File: config.mk
export PLATFORM = sky130hd
export DESIGN_NAME = tff_count_sequencer
export DESIGN_NICKNAME = d
export VERILOG_FILES = /design/src/rtl/tff_count_sequencer.sv
export SDC_FILE = /design/constraint.sdc
export NUM_CORES = 1
export LEC_CHECK = 0
export BUFFER_PORTS_ARGS = -buffer_cell sky130_fd_sc_hd__buf_2
export CAP_MARGIN = 0
export CORE_AREA = 2 2 44 46
export CTS_CLUSTER_DIAMETER = 30
export DETAILED_ROUTE_END_ITERATION = 8
export DIE_AREA = 0 0 46 48
export PLACE_DENSITY = 0.76
export SLEW_MARGIN = 30
export SYNTH_ARGS = -nofsm -noshare
export SYNTH_HDL_FRONTEND = slang
export SYNTH_SLANG_ARGS = --single-unit
File: constraint.sdc
create_clock -name clk -period 3 [get_ports clk]
set_input_delay 0.45 -clock clk [delete_from_list [all_inputs] [get_ports clk]]
set_output_delay 0.45 -clock clk [all_outputs]
set_load 0.02 [all_outputs]
File: src/rtl/tff_count_sequencer.sv
// Sequences a bank of toggle flip-flops as an up/down counter with a programmable terminal value.
// A run-control FSM handles start/stop, one-shot completion and free-running wrap with reload.
module tff_count_sequencer #(
   parameter int WIDTH = 4
) (
   input  logic             clk,
   input  logic             reset,
   input  logic             start,
   input  logic             stop,
   input  logic             up_dn,
   input  logic             one_shot,
   input  logic [WIDTH-1:0] limit,
   output logic [WIDTH-1:0] count,
   output logic [WIDTH-1:0] t_vec,
   output logic             busy,
   output logic             done,
   output logic             wrap
);

   typedef enum logic [1:0] {
      S_IDLE = 2'd0,
      S_RUN  = 2'd1,
      S_DONE = 2'd2
   } state_t;

   state_t           state_q, state_d;
   logic             dir_q, dir_d;
   logic             mode_q, mode_d;
   logic [WIDTH-1:0] limit_q, limit_d;
   logic [WIDTH-1:0] count_q, count_d;

   logic [WIDTH-1:0] step_up, step_dn, start_val;
   logic             terminal;

   always_ff @(posedge clk or posedge reset) begin
      if (reset) begin
         state_q <= S_IDLE;
         dir_q   <= 1'b0;
         mode_q  <= 1'b0;
         limit_q <= '0;
         count_q <= '0;
      end else begin
         state_q <= state_d;
         dir_q   <= dir_d;
         mode_q  <= mode_d;
         limit_q <= limit_d;
         count_q <= count_d;
      end
   end

   // Toggle enables for a +/-1 step: bit i toggles when all lower bits are 1 (up) or 0 (down).
   always_comb begin
      logic up_c;
      logic dn_c;
      up_c = 1'b1;
      dn_c = 1'b1;
      step_up = '0;
      step_dn = '0;
      for (int i = 0; i < WIDTH; i++) begin
         step_up[i] = up_c;
         step_dn[i] = dn_c;
         up_c = up_c & count_q[i];
         dn_c = dn_c & ~count_q[i];
      end
   end

   assign terminal  = dir_q ? (count_q == limit_q) : (count_q == '0);
   assign start_val = dir_q ? '0 : limit_q;

   always_comb begin
      state_d = state_q;
      dir_d   = dir_q;
      mode_d  = mode_q;
      limit_d = limit_q;
      t_vec   = '0;
      busy    = 1'b0;
      done    = 1'b0;
      wrap    = 1'b0;
      case (state_q)
         S_IDLE: begin
            if (start && !stop) begin
               dir_d   = up_dn;
               mode_d  = one_shot;
               limit_d = limit;
               t_vec   = count_q ^ (up_dn ? '0 : limit);
               state_d = S_RUN;
            end
         end
         S_RUN: begin
            busy = 1'b1;
            if (stop) begin
               state_d = S_IDLE;
            end else if (terminal) begin
               if (mode_q) begin
                  state_d = S_DONE;
               end else begin
                  // Reload rather than overflow, so a limit below full scale wraps cleanly.
                  t_vec = count_q ^ start_val;
                  wrap  = 1'b1;
               end
            end else begin
               t_vec = dir_q ? step_up : step_dn;
            end
         end
         S_DONE: begin
            done    = !stop;
            state_d = S_IDLE;
         end
         default: begin
            state_d = S_IDLE;
         end
      endcase
      count_d = count_q ^ t_vec;
   end

   assign count = count_q;

endmodule
# After elaboration in Yosys (flattened, before gate mapping)
# Cells that the tools add are included.
# classes
n_bitwise	10
n_mux	20
n_eq_ne	6
n_reduce_logical	6
# op_table
cell	count
2-to-1 mux 4 bit	7
XOR 4 bit	3
2-to-1 mux 2 bit	4
one-hot mux 4 bit (2 select lines)	1
2-to-1 mux 1 bit	7
!= test 3 bit, second input constant	2
AND 1 bit	4
== test 4 bit	1
zero test 4 bit	1
one-hot mux 2 bit (2 select lines)	1
inverter 1 bit	3
AND reduction 3 bit	1
== test 2 x 1 -> 1 bit, second input constant	1
== test 2 bit, second input constant	1
zero test 2 bit	1
!= test 2 bit, second input constant	1
AND reduction 2 bit	1
logical AND 1 bit	1
zero test 1 bit	1
# word_totals
out_inout_bits	11
inputBits	10
elab_cells	47
ff_bits	12

# Logic depth before layout (Yosys ltp)
# Gate-level depths: netlist (run 1).
# logic_depth
ltp_word	8
ltp_mapped	6
depth_no_buf	5

# Worst setup path before layout (run 1)
# Ideal clock, no wire load.
# synth_timing
path_kind	reg-to-output
startpoint	reg count_q[0], in the netlist count[0]
endpoint	out t_vec[3]
n_path_buf	1
path_slack_ps	725
arrival_ps	1825
path_stages_with_launch	6
t_required_ps	2550
cell_sequence	dfrtp_1 -> buf_6 -> or4_4 -> a21oi_1 -> a221oi_1 -> a31oi_1
# synth_via
elab_chain_len	7
word_cells_on_any_way	12
cone_classes	eq/ne: 1; mux: 5; bitwise: 5; reduce/logical: 1
# synth_lines
element	line	source
from (decl)	30	logic [WIDTH-1:0] count_q, count_d;
from (signal assigned)	47	count_q <= count_d;
inverter 1 bit	63	dn_c = dn_c & ~count_q[i];
AND 1 bit (2 in a row)	63	
2-to-1 mux 4 bit	102	t_vec = dir_q ? step_up : step_dn;
2-to-1 mux 4 bit (*)	93	end else if (terminal) begin
2-to-1 mux 4 bit (*)	91	if (stop) begin
one-hot mux 4 bit (2 select lines) (*)	79	case (state_q)
to (decl)	14	output logic [WIDTH-1:0] t_vec,
# Every way passes the cells marked *; elsewhere a longest branch is shown, timed or not.

# Worst setup path in the final report (run 1)
# layout_timing
startpoint	reg state_q[1]
endpoint	out t_vec[3]
# layout_via
elab_chain_len	2
word_cells_on_any_way	3
cone_classes	eq/ne: 1; mux: 1; reduce/logical: 1
# layout_lines
element	line	source
from (decl)	26	state_t state_q, state_d;
from (signal assigned)	43	state_q <= state_d;
== test 2 x 1 -> 1 bit / zero test 2 bit (equally long branches)	79	
one-hot mux 4 bit (2 select lines) (*)	79	
# Marked as above.

==> impl_metrics.env, run 1 <==
export IMPL_grt_overflow=0
export IMPL_cts_hold_buf=0
export IMPL_max_vdd_ir_drop_mv=0.520
export IMPL_critPathMaxFanout=12
export IMPL_clk_latency_ns=0.28
export IMPL_r2r_start="state_q[1]"
export IMPL_cts_tree="built"
export IMPL_period_share=0.877
export IMPL_ys_types=38
export IMPL_drive_gt1_frac=0.270
export IMPL_cp_data_arrival_time_ns=2.18
export IMPL_die_w_um=46
export IMPL_synthToLayoutAreaGrowth_pct=13.1
export IMPL_grt_pass1_wl_um=3170
export IMPL_start_util=0.542
export IMPL_tns_ns=0
export IMPL_setup_worst_path_start_class="flip-flop"
export IMPL_path_buf_inv=1
export IMPL_hold_ws_ns=0.163
export IMPL_seq_area_frac_synth=0.328
export IMPL_drtIter0Drc=11
export IMPL_ys_warn_count=0
export IMPL_tightest_slew_ns=0.459
export IMPL_cts_sinks=12
export IMPL_cts_clk_slew_worst_paths_ns=0.08
export IMPL_vias=822
export IMPL_crit_path_max_incr_delay_ns=0.76
export IMPL_wire_per_inst_um=13.9
export IMPL_hp_class="in -> async"
export IMPL_placementRows=15
export IMPL_synth_cell_area_um2=916
export IMPL_synthArstFlopShare=1.00
export IMPL_ant_nets=0
export IMPL_coreArea_um2=1690
export IMPL_r2r_cells=5
export IMPL_htree_levels=1
export IMPL_antenna_cells=0
export IMPL_p_leak_nw=0.484
export IMPL_grt_usage=0.204
export IMPL_slew_viol_final=0
export IMPL_setup_viol=0
export IMPL_required_ns=2.55
export IMPL_grt_max_degree=13
export IMPL_cts_resized=0
export IMPL_reg2reg_to="count[3]"
export IMPL_synth_edf_count=0
export IMPL_fmax_mhz=380
export IMPL_status="complete, no violations"
export IMPL_drc=0
export IMPL_ff2ff_setup_slack_ns=1.05
export IMPL_powerDensity_nw_per_um2=1090
export IMPL_fin_nets=137
export IMPL_die_h_um=48
export IMPL_ys_ff_latch=12
export IMPL_routed_wl_um=1980
export IMPL_cts_setup_buffers=0
export IMPL_dieArea_um2=2210
export IMPL_hold_viol_final=0
export IMPL_cp_end_kind="primary output"
export IMPL_critPathTopFamily="simple AND/OR/NAND/NOR gates"
export IMPL_first_pass_iters=5
export IMPL_cts_root_buf="clkbuf_4"
export IMPL_synthCells=107
export IMPL_p_total_mw=1.13
export IMPL_gp_congestion=0.804
export IMPL_relSlewSlack=0.694
export IMPL_synth_nets=117
export IMPL_syn_avg_cell_area_um2=8.56
export IMPL_io_pins=21
export IMPL_grt_setup_unrepaired="no"
export IMPL_post_route_min_period_ns=2.63
export IMPL_cts_made_buffers=3
export IMPL_timing_max_cap_violations=0
export IMPL_portBuffers=20
export IMPL_antenna_found_initial=0
export IMPL_crit_slowest_cell="or4b_1"
export IMPL_via_per_inst=5.75
export IMPL_hpwl_um=1520
export IMPL_clk_path_buf_depth=2
export IMPL_grt_pass1_vias=710
export IMPL_worst_clock_skew_ns=0.00108
export IMPL_synthFlopType="dfrtp_1"
export IMPL_critPathKind="reg -> out"
export IMPL_crit_chain="or4b_1, nor2_1, o21ai_0, a31oi_1, buf_2"
[worst register-to-register path, delay by kind of cell, from the launching register on]
family          cells  cell delay (ns)
simple gates        2             0.97
compound gates      3             0.42
flops               1             0.45
[metrics by stage]
stage	util	instances	cell area (um^2)	worst slack [ns]
2_1_floorplan	-	107	916	0.725
6_report	0.613	143	1040	0.368
3_5_place_dp	0.592	139	1000	0.585
4_1_cts	0.613	143	1040	0.372
3_3_place_gp	0.592	139	1000	0.636
5_1_grt	0.613	143	1040	0.232
[routing by layer]
layer	GRT usage	up-vias	share of wire
met5	0	-	0
met4	0.103	0	0.020
met3	0.0226	5	0.036
met2	0.322	18	0.47
met1	0.276	383	0.47
li1	-	416	-
[logic make-up (layout without fill, tap and decap cells)]
kind of cell           count (synthesis)  after routing  synth area share
AND/OR/NAND/NOR                       49             49             0.295
AO/OA/AOI/OAI                         26             26             0.205
buffers and inverters                  8             27            0.0574
flip-flops                            12             12             0.328
XOR/XNOR                              12             12             0.115
[power breakdown]
part / total [mW] / internal [mW] / switching, mW
combinational: 0.623 / 0.285 / 0.338
sequential: 0.379 / 0.237 / 0.142
clock: 0.131 / 0.0739 / 0.0571
total: 1.13 / 0.596 / 0.537
[cell usage after synthesis (2+ instances only)]
| cell type | n | area share |
|---|---|---|
| a21oi_1 | 2 | 0.011 |
| a22oi_1 | 2 | 0.016 |
| and2_1 | 3 | 0.020 |
| buf_2 | 3 | 0.016 |
| buf_6 | 2 | 0.025 |
| dfrtp_1 | 12 | 0.33 |
| inv_1 | 2 | 0.0082 |
| nand2_1 | 20 | 0.082 |
| nand2b_1 | 2 | 0.014 |
| nand3_1 | 3 | 0.016 |
| nor2_1 | 5 | 0.020 |
| nor2b_1 | 6 | 0.041 |
| nor3b_1 | 2 | 0.016 |
| o21ai_0 | 4 | 0.022 |
| o21ai_1 | 2 | 0.011 |
| o22a_2 | 2 | 0.022 |
| o22ai_1 | 4 | 0.027 |
| xnor2_1 | 8 | 0.077 |
| xor2_1 | 4 | 0.038 |
[state kept, by name, summed over array words and instances, names as in the netlist]
register  cells
state_q       2
count         4
mode_q        1
limit_q       4
dir_q         1
[placed cells by master (no fill, tap or decap), types with 2 or more instances in the layout]
cell	synthesis	final
o21ai_1	2	2
buf_2	3	20
nor2b_1	6	6
clkbuf_4	0	3
inv_1	2	2
a22oi_1	2	2
nand2b_1	2	2
nor2_1	5	5
nand2_1	20	20
o21ai_0	4	4
xnor2_1	8	8
o22ai_1	4	4
a21oi_1	2	2
and2_1	3	3
dfrtp_1	12	12
xor2_1	4	4
o22a_2	2	2
nor3b_1	2	2
nand3_1	3	3
[area by class of cell]
| class | count | area, um^2 |
|---|---|---|
| fill | 154 | 653 |
| multi-input combinational | 87 | 563 |
| sequential | 12 | 300 |
| timing repair buffer | 21 | 108 |
| clock buffer | 4 | 36.3 |
| tap | 17 | 21.3 |
| inverter | 2 | 7.51 |
[worst max-delay path by stage]
stage	from	endpoint	slack, ns	cells past startpoint
floorplan	count[0]	t_vec[3]	0.73	5
global placement	stop	t_vec[3]	0.64	6
detailed placement	stop	t_vec[3]	0.58	6
CTS	state_q[1]	t_vec[3]	0.37	5
global route	state_q[1]	t_vec[3]	0.23	5
finish	state_q[1]	t_vec[3]	0.37	5
(Power assumes the default switching activity.)
==> inputs of run 2 (changes only) <==
- CORE_AREA: 2 2 44 46 -> 2 2 43 45
- CTS_BUF_LIST: unset -> sky130_fd_sc_hd__clkbuf_8
- DIE_AREA: 0 0 46 48 -> 0 0 45 47
- MAX_ROUTING_LAYER: unset -> met4
- PLACE_DENSITY: 0.76 -> 0.79
- SLEW_MARGIN: 30 -> 0
==> run 2 against run 1 <==
  * Via count increased by 2.6%
  * Wire length decreased by 1.6%
  * Power increased by 4.2%
  * Sequential power about the same
  * Register-to-register slack about the same
  * Fmax increased by 2.5%
  * Clock skew increased by 0.0015 ns
  * Non-clock buffer count unchanged
  * Critical path type unchanged
==> impl_metrics.env, run 2 (synthesis results as in run 1) <==
export IMPL_grt_pass1_vias=652
export IMPL_p_leak_nw=0.491
export IMPL_clk_path_buf_depth=2
export IMPL_antenna_cells=0
export IMPL_setup_worst_path_start_class="flip-flop"
export IMPL_hold_viol_final=0
export IMPL_final_cell_mix="nand2_1, buf_2, dfrtp_1, xnor2_1, nor2b_1"
export IMPL_clk_latency_ns=0.24
export IMPL_required_ns=2.55
export IMPL_fmax_mhz=389
export IMPL_slew_viol_final=0
export IMPL_tightest_slew_ns=0.475
export IMPL_wl_met1_um=875
export IMPL_grt_overflow=0
export IMPL_cts_made_buffers=3
export IMPL_grt_max_degree=13
export IMPL_die_h_um=47
export IMPL_drive_gt1_frac=0.270
export IMPL_crit_chain="or4_4, o22ai_1, o22a_2, buf_2"
export IMPL_critPathMaxFanout=10
export IMPL_period_share=0.856
export IMPL_dp_cells=139
export IMPL_dieArea_um2=2120
export IMPL_ant_nets=0
export IMPL_synthToLayoutAreaGrowth_pct=15.2
export IMPL_drc=0
export IMPL_hpwl_um=1490
export IMPL_placementRows=15
export IMPL_max_vdd_ir_drop_mv=0.561
export IMPL_gp_congestion=0.841
export IMPL_die_w_um=45
export IMPL_first_pass_iters=4
export IMPL_drtIter0Drc=26
export IMPL_post_route_min_period_ns=2.57
export IMPL_cts_hold_buf=0
export IMPL_ff2ff_setup_slack_ns=1.05
export IMPL_crit_path_max_incr_delay_ns=0.62
export IMPL_grt_pass1_wl_um=3030
export IMPL_fin_nets=137
export IMPL_timing_max_cap_violations=0
export IMPL_portBuffers=20
export IMPL_wl_met2_um=952
export IMPL_status="complete, no violations"
export IMPL_top_layer_used="met4"
export IMPL_worst_clock_skew_ns=0.00254
export IMPL_cts_tree="built"
export IMPL_critPathKind="reg -> out"
export IMPL_cp_end_kind="primary output"
export IMPL_cts_setup_buffers=0
export IMPL_tns_ns=0
export IMPL_crit_slowest_cell="or4_4"
export IMPL_cts_sinks=12
export IMPL_coreArea_um2=1650
export IMPL_wire_per_inst_um=13.6
export IMPL_route_met3_wl_um=97
export IMPL_vias=843
export IMPL_powerDensity_nw_per_um2=1120
export IMPL_hp_class="in -> async"
export IMPL_grt_usage=0.208
export IMPL_start_util=0.555
export IMPL_finalNonFillerCells=143
export IMPL_cp_data_arrival_time_ns=2.12
export IMPL_setup_viol=0
export IMPL_via_per_inst=5.90
export IMPL_cts_resized=0
export IMPL_antenna_found_initial=0
export IMPL_htree_levels=1
export IMPL_io_pins=21
export IMPL_routed_wl_um=1950
export IMPL_grt_setup_unrepaired="no"
export IMPL_cts_root_buf="clkbuf_8"
export IMPL_cts_clk_slew_worst_paths_ns=0.05
export IMPL_relSlewSlack=0.683
run 2: cell types whose count changed in the layout (fill, tap and decap cells not counted):
cell,previous run,this run
clkbuf_4,3,0
clkbuf_8,1,4
run 2: worst paths after layout:
| check | to | start | cells past startpoint |
|---|---|---|---|
| setup reg to reg | count[3] | state_q[0] | 5 |
| min in group clk | limit_q[2] | limit[2] | 3 |
| hold / removal | limit_q[0] | reset | 2 |
| max in group asynchronous | count[3] | reset | 2 |
| setup / recovery | t_vec[1] | count[0] | 4 |
| hold reg to reg | limit_q[2] | limit_q[2] | 2 |
run 2: area by class of cell:
type                       count  area, um^2
fill                         150         597
multi-input combinational     87         563
sequential                    12         300
timing repair buffer          21         108
clock buffer                   4        55.1
tap                           17        21.3
inverter                       2        7.51
run 2: power by group:
group          total (mW)  switching [mW]  internal [mW]
Combinational       0.622           0.337          0.285
Sequential          0.380           0.143          0.238
Clock               0.178          0.0617          0.116
Total                1.18           0.541          0.639
run 2: metal layers:
| metal | GRT usage | up-vias |
|---|---|---|
| met5 | - | - |
| met3 | 0.0231 | 4 |
| met4 | 0.0882 | 0 |
| li1 | - | 415 |
| met1 | 0.277 | 393 |
| met2 | 0.320 | 31 |
run 2: critical path: cells and delay by family, from the launching register on:
kind	cells	cell delay [ns]
AO/OA/AOI/OAI	2	0.60
buffers and inverters	1	0.16
flip-flops	1	0.49
AND/OR/NAND/NOR	1	0.62
run 2: stage by stage:
step / hold slack, ns / util / cell area [um^2] / power (mW) / setup WS, ns
2_1_floorplan: 0.315 / - / 916 / 0.889 / 0.725
5_1_grt: 0.273 / 0.639 / 1050 / 1.27 / 0.302
6_report: 0.212 / 0.639 / 1050 / 1.18 / 0.432
4_1_cts: 0.224 / 0.639 / 1050 / 1.18 / 0.434
3_3_place_gp: 0.479 / 0.605 / 1000 / 0.976 / 0.636
3_5_place_dp: 0.485 / 0.605 / 1000 / 1.00 / 0.591
